$ cat config.mk
export PLATFORM = sky130hd
export DESIGN_NAME = display_scheduler
export DESIGN_NICKNAME = d
export VERILOG_FILES = /design/src/rtl/display_scheduler.sv
export SDC_FILE = /design/constraint.sdc
export NUM_CORES = 1
export LEC_CHECK = 0
export CAP_MARGIN = 20
export CORE_MARGIN = 10
export CORE_UTILIZATION = 50
export CTS_BUF_LIST = sky130_fd_sc_hd__clkbuf_8
export CTS_CLUSTER_DIAMETER = 200
export DETAILED_ROUTE_END_ITERATION = 12
export HOLD_SLACK_MARGIN = 0.1
export PLACE_DENSITY = 0.84
export SYNTH_ARGS = -nofsm -noshare
export SYNTH_HDL_FRONTEND = slang
export SYNTH_SLANG_ARGS = --single-unit
$ cat constraint.sdc
create_clock -name clk -period 2.7 [get_ports clk]
set_clock_uncertainty 0.15 [all_clocks]
set_input_delay 0.54 -clock clk [delete_from_list [all_inputs] [get_ports clk]]
set_output_delay 0.54 -clock clk [all_outputs]
set_load 0.005 [all_outputs]
$ cat src/rtl/display_scheduler.sv
// Purpose: arbitrates two binary sources (A entry, B result), converts the winner to 4 BCD digits, holds them for the digit mux.
// Latency: accept edge E0, 14 shift edges E1..E14, digits + update pulse at E15; next accept no earlier than E16.
// Backpressure: a_ready/b_ready are high only in IDLE for the granted source; senders hold valid/data until accepted.
//
// Ports:
//   clk, reset        clock, asynchronous active-low reset
//   a_valid/a_data    source A offer; a_ready grants it this cycle
//   b_valid/b_data    source B offer; b_ready grants it this cycle
//   blank_en          leading-zero blanking enable, sampled on the DONE edge
//   number_3..0       registered digits, number_3 leftmost
//   update            one-cycle pulse when new digits land
//   busy              conversion in flight (CONVERT or DONE)
//   owner             source of the displayed value (0=A, 1=B)

module display_scheduler #(
    parameter int         WIDTH      = 14,
    parameter logic [3:0] BLANK_CODE = 4'hF,
    parameter logic [3:0] ERR_CODE   = 4'hE,
    parameter int         MAX_VALUE  = 9999
) (
    input  logic             clk,
    input  logic             reset,
    input  logic             a_valid,
    input  logic [WIDTH-1:0] a_data,
    output logic             a_ready,
    input  logic             b_valid,
    input  logic [WIDTH-1:0] b_data,
    output logic             b_ready,
    input  logic             blank_en,
    output logic [3:0]       number_0,
    output logic [3:0]       number_1,
    output logic [3:0]       number_2,
    output logic [3:0]       number_3,
    output logic             update,
    output logic             busy,
    output logic             owner
);

    localparam int               CW    = $clog2(WIDTH + 1);
    localparam logic [WIDTH-1:0] MAX_V = WIDTH'(MAX_VALUE);

    typedef enum logic [1:0] {
        IDLE    = 2'd0,
        CONVERT = 2'd1,
        DONE    = 2'd2
    } state_t;

    state_t           state, state_n;
    logic [WIDTH-1:0] bin_q;
    logic [15:0]      bcd_q;
    logic [CW-1:0]    cnt_q;
    logic             ovf_q;
    logic             src_q;
    // Set when B won the last grant; resets to 1 so A wins the first contention.
    logic             last_b_q;

    logic             grant_a, grant_b, accept;
    logic [WIDTH-1:0] sel_dat;
    logic [14:0]      bcd_adj;
    logic             blank_3, blank_2, blank_1;

    // Round-robin: on contention the source not granted last wins.
    always_comb begin
        grant_b = b_valid && (!a_valid || !last_b_q);
        grant_a = a_valid && !grant_b;
    end

    always_ff @(posedge clk or negedge reset) begin
        if (!reset) begin
            state <= IDLE;
        end else begin
            state <= state_n;
        end
    end

    always_comb begin
        state_n = state;
        a_ready = 1'b0;
        b_ready = 1'b0;
        case (state)
            IDLE: begin
                a_ready = grant_a;
                b_ready = grant_b;
                if (grant_a || grant_b) begin
                    state_n = CONVERT;
                end
            end
            CONVERT: begin
                if (cnt_q == CW'(1)) begin
                    state_n = DONE;
                end
            end
            DONE:    state_n = IDLE;
            default: state_n = IDLE;
        endcase
    end

    assign accept  = a_ready || b_ready;
    assign sel_dat = b_ready ? b_data : a_data;
    assign busy    = (state != IDLE);

    // Add-3 correction before each shift. The top nibble's carry out is
    // shifted away, so only its low three bits are kept (mod-8 add);
    // values that would need it are flagged out of range anyway.
    always_comb begin
        bcd_adj = '0;
        for (int i = 0; i < 3; i++) begin
            bcd_adj[4*i +: 4] = (bcd_q[4*i +: 4] >= 4'd5) ? bcd_q[4*i +: 4] + 4'd3
                                                          : bcd_q[4*i +: 4];
        end
        bcd_adj[14:12] = bcd_q[14:12] + ((bcd_q[15:12] >= 4'd5) ? 3'd3 : 3'd0);
    end

    // Leading-zero blanking walks down from the thousands digit; ones never blanks.
    always_comb begin
        blank_3 = blank_en && (bcd_q[15:12] == 4'd0);
        blank_2 = blank_3 && (bcd_q[11:8] == 4'd0);
        blank_1 = blank_2 && (bcd_q[7:4] == 4'd0);
    end

    always_ff @(posedge clk or negedge reset) begin
        if (!reset) begin
            bin_q    <= '0;
            bcd_q    <= '0;
            cnt_q    <= '0;
            ovf_q    <= 1'b0;
            src_q    <= 1'b0;
            last_b_q <= 1'b1;
            number_0 <= 4'd0;
            number_1 <= 4'd0;
            number_2 <= 4'd0;
            number_3 <= 4'd0;
            update   <= 1'b0;
            owner    <= 1'b0;
        end else begin
            update <= 1'b0;
            if (accept) begin
                bin_q    <= sel_dat;
                bcd_q    <= '0;
                cnt_q    <= CW'(WIDTH);
                ovf_q    <= (sel_dat > MAX_V);
                src_q    <= b_ready;
                last_b_q <= b_ready;
            end else if (state == CONVERT) begin
                bcd_q <= {bcd_adj, bin_q[WIDTH-1]};
                bin_q <= {bin_q[WIDTH-2:0], 1'b0};
                cnt_q <= cnt_q - CW'(1);
            end else if (state == DONE) begin
                update <= 1'b1;
                owner  <= src_q;
                if (ovf_q) begin
                    number_0 <= ERR_CODE;
                    number_1 <= ERR_CODE;
                    number_2 <= ERR_CODE;
                    number_3 <= ERR_CODE;
                end else begin
                    number_0 <= bcd_q[3:0];
                    number_1 <= blank_1 ? BLANK_CODE : bcd_q[7:4];
                    number_2 <= blank_2 ? BLANK_CODE : bcd_q[11:8];
                    number_3 <= blank_3 ? BLANK_CODE : bcd_q[15:12];
                end
            end
        end
    end

endmodule
==> impl_metrics.csv <==
group,metric,value,unit
run_status,status,"complete, no violations",
global_routing,grtUsageTotal,0.158,
synth,synth-edff-count,0,
synth,synthFlopType,"dfrtp_1",
floorplan,die_w,95.8,µm
clock_tree,clockRootBuffer,"clkbuf_8",
routing,drtIter0Drc,135,
timing,rsz0062_at_grt,"false",
finish,diodes,0,
timing,fin_crit_sh,0.973,
synth,synth.avg_cell_area,10.1,µm²
synth,synth_area,2870,µm²
floorplan,core-area,5540,µm²
clock_tree,htreeDepth,3,
finish,layout_commonest_cell,"dfrtp_1",
routing,vias_per_cell,5.55,
global_routing,antenna_found_initial,0,
floorplan,die_area,9180,µm²
global_routing,grt_overflow,0,
critical_path,worstSetupEndpointType,"output pin",
synth,synth_cell_types,43,
timing,slew_viol_final,0,
routing,firstDrtPassIters,4,
timing,period_needed,2630,ps
synth,async_flop_share,1.00,
floorplan,start_util,0.519,
routing,detailroute.via_count,2337,
clock_tree,cts_buffer_depth,2,
power_and_ir_drop,irDropWorstVdd,456,µV
synth,synth.top_cell.area_share,0.488,
finish,n_fill_cell,418,
clock_tree,clock_latency,330,ps
finish,drive_gt1_frac,0.109,
finish,final_cell_mix,"56 x dfrtp_1, 51 x clkdlybuf4s50_1, 39 x o21ai_0",
global_routing,grt_first_pass_wirelength,11400,µm
placed_design,io_buffers,53,
critical_path,crit_required,2010,ps
global_routing,grt_pass1_vias,2389,
timing,max_slew_margin,0.558,
clock_tree,cts_buffers,9,
routing,drc,0,
synth,netlist.top_cell.by_area,"dfrtp_1",
finish,area_delta_synth_final,28.5,%
routing,postRouteAntennaNets,0,
power_and_ir_drop,p_leak,1.61,nW
synth,ys_warn_count,0,
clock_tree,ctsHoldBuffers,0,
worst_hold_path,hp-class,"input pin to async pin",
floorplan,rows,27,
job,maxCapViolCount,0,
critical_path,worstSetupPathType,"input pin to output pin",
power_and_ir_drop,finalPower,3.70,mW
global_routing,grt_max_degree,30,
timing,final.setup.tns,0,ps
routing,drt_wl_total,6890,µm
clock_tree,cts_tree,"built",
synth,ys_top_cells_by_area,"dfrtp_1 49%, o21ai_0 6.8%, ha_1 4.8%",
floorplan,die_h,95.8,µm
timing,worst_pin_slew,663,ps
synth,yosys_register_bits,57,
routing,wl_per_cell,16.4,µm
synth,syn-num-nets,329,
synth,synthCells,284,
finish,nNetsFinal,390,
placed_design,gp_congestion,0.825,
clock_tree,clk_pin_slew,60,ps
synth,yosysSeqAreaShare,0.497,
critical_path,cp_max_fo,7,
timing,hold_viol,0,
timing,finalSetupViolCount,0,
clock_tree,clkSinkCount,57,
power_and_ir_drop,p_per_area,1000,nW/µm²
floorplan,ioPinCount,54,
timing,max_freq,0.381,GHz
critical_path,critPathLaunchType,"input pin",
critical_path,arrival,1940,ps
placed_design,hpwl,5110,µm
per-stage QoR:
stage | util | setup slack (ps) | instance area (µm²) | hold slack, ps | cells
after floorplan | - | 677 | 2870 | 94.4 | 284
after global placement | 0.637 | 90.9 | 3530 | 299 | 406
after detailed placement | 0.637 | 42.7 | 3530 | 312 | 406
after CTS | 0.666 | 42.7 | 3690 | 108 | 421
after global routing | 0.666 | 25.7 | 3690 | 128 | 421
final | 0.666 | 74.1 | 3690 | 87.6 | 421
timing repair:
item                       CTS  global route
setup endpoints to repair    0             1
gates resized for setup      0             1
setup buffers                0             0
critical path: stages:
cell             delay, ps
clkdlybuf4s50_1        500
a21bo_4                270
and3_1                 180
clkdlybuf4s50_1        440
worst paths after layout:
| path | cells after the start | startpoint | to | slack [ps] |
|---|---|---|---|---|
| max | 4 | b_valid | a_ready | 70 |
| min | 1 | reset | number_1[1] | 90 |
| max reg2reg | 6 | bcd_q[4] | bcd_q[6] | 770 |
| min reg2reg | 2 | owner | owner | 320 |
| max in group asynchronous | 2 | reset | last_b_q | 1650 |
| min in group clk | 2 | owner | owner | 320 |
state kept, by name, indices dropped and copies added, names as in the netlist:
signal,flops
bcd_q,16
bin_q,14
cnt_q,4
number_0,4
number_1,4
number_2,4
number_3,4
state,2
last_b_q,1
ovf_q,1
owner,1
src_q,1
update,1
cell usage after synthesis, types with 2 or more instances:
cell,count
and3_1,2
o21ai_1,5
nor2_1,11
nand3_1,12
xnor2_1,5
nor3b_1,2
a21oi_1,6
o22a_1,6
inv_1,11
o221ai_1,3
ha_1,11
o21ai_0,39
mux2i_1,12
nor4_1,3
dfrtp_1,56
nor3_1,5
o32ai_1,2
o31ai_1,5
nand2_1,31
clkbuf_1,14
a22oi_1,9
a31oi_1,2
a21o_1,2
nand2b_1,8
mux2_2,4
cell type report:
| cell class | instances | area [µm²] | share of cell area |
|---|---|---|---|
| timing repair buffer | 65 | 631 | 0.171 |
| inverter | 11 | 41.3 | 0.0112 |
| clock inverter | 5 | 23.8 | 0.00644 |
| clock buffer | 10 | 138 | 0.0373 |
| tap | 72 | 90.1 | 0.0244 |
| sequential | 57 | 1430 | 0.387 |
| multi-input combinational | 201 | 1340 | 0.363 |
kinds of logic after synthesis:
| kind of cell | share of synthesized area |
|---|---|
| DFF | 0.497 |
| buffers and inverters | 0.0366 |
| muxes | 0.0575 |
| adders and majority gates | 0.0549 |
| xor gates and xnor gates | 0.0183 |
| AOI/OAI and AO/OA | 0.191 |
| and+or+nand+nor | 0.145 |
where the power goes:
part	switching, mW	internal [mW]
Clock	0.319	0.342
Combinational	0.714	0.777
Sequential	0.329	1.21
Total	1.36	2.33
layer usage:
layer,share of wire,vias up,track usage
li1,-,1145,-
met1,0.42,1139,0.185
met2,0.52,41,0.275
met3,0.040,12,0.0265
met4,0.018,0,0.0749
met5,0,-,0
Power figures use the tool's default switching activity.
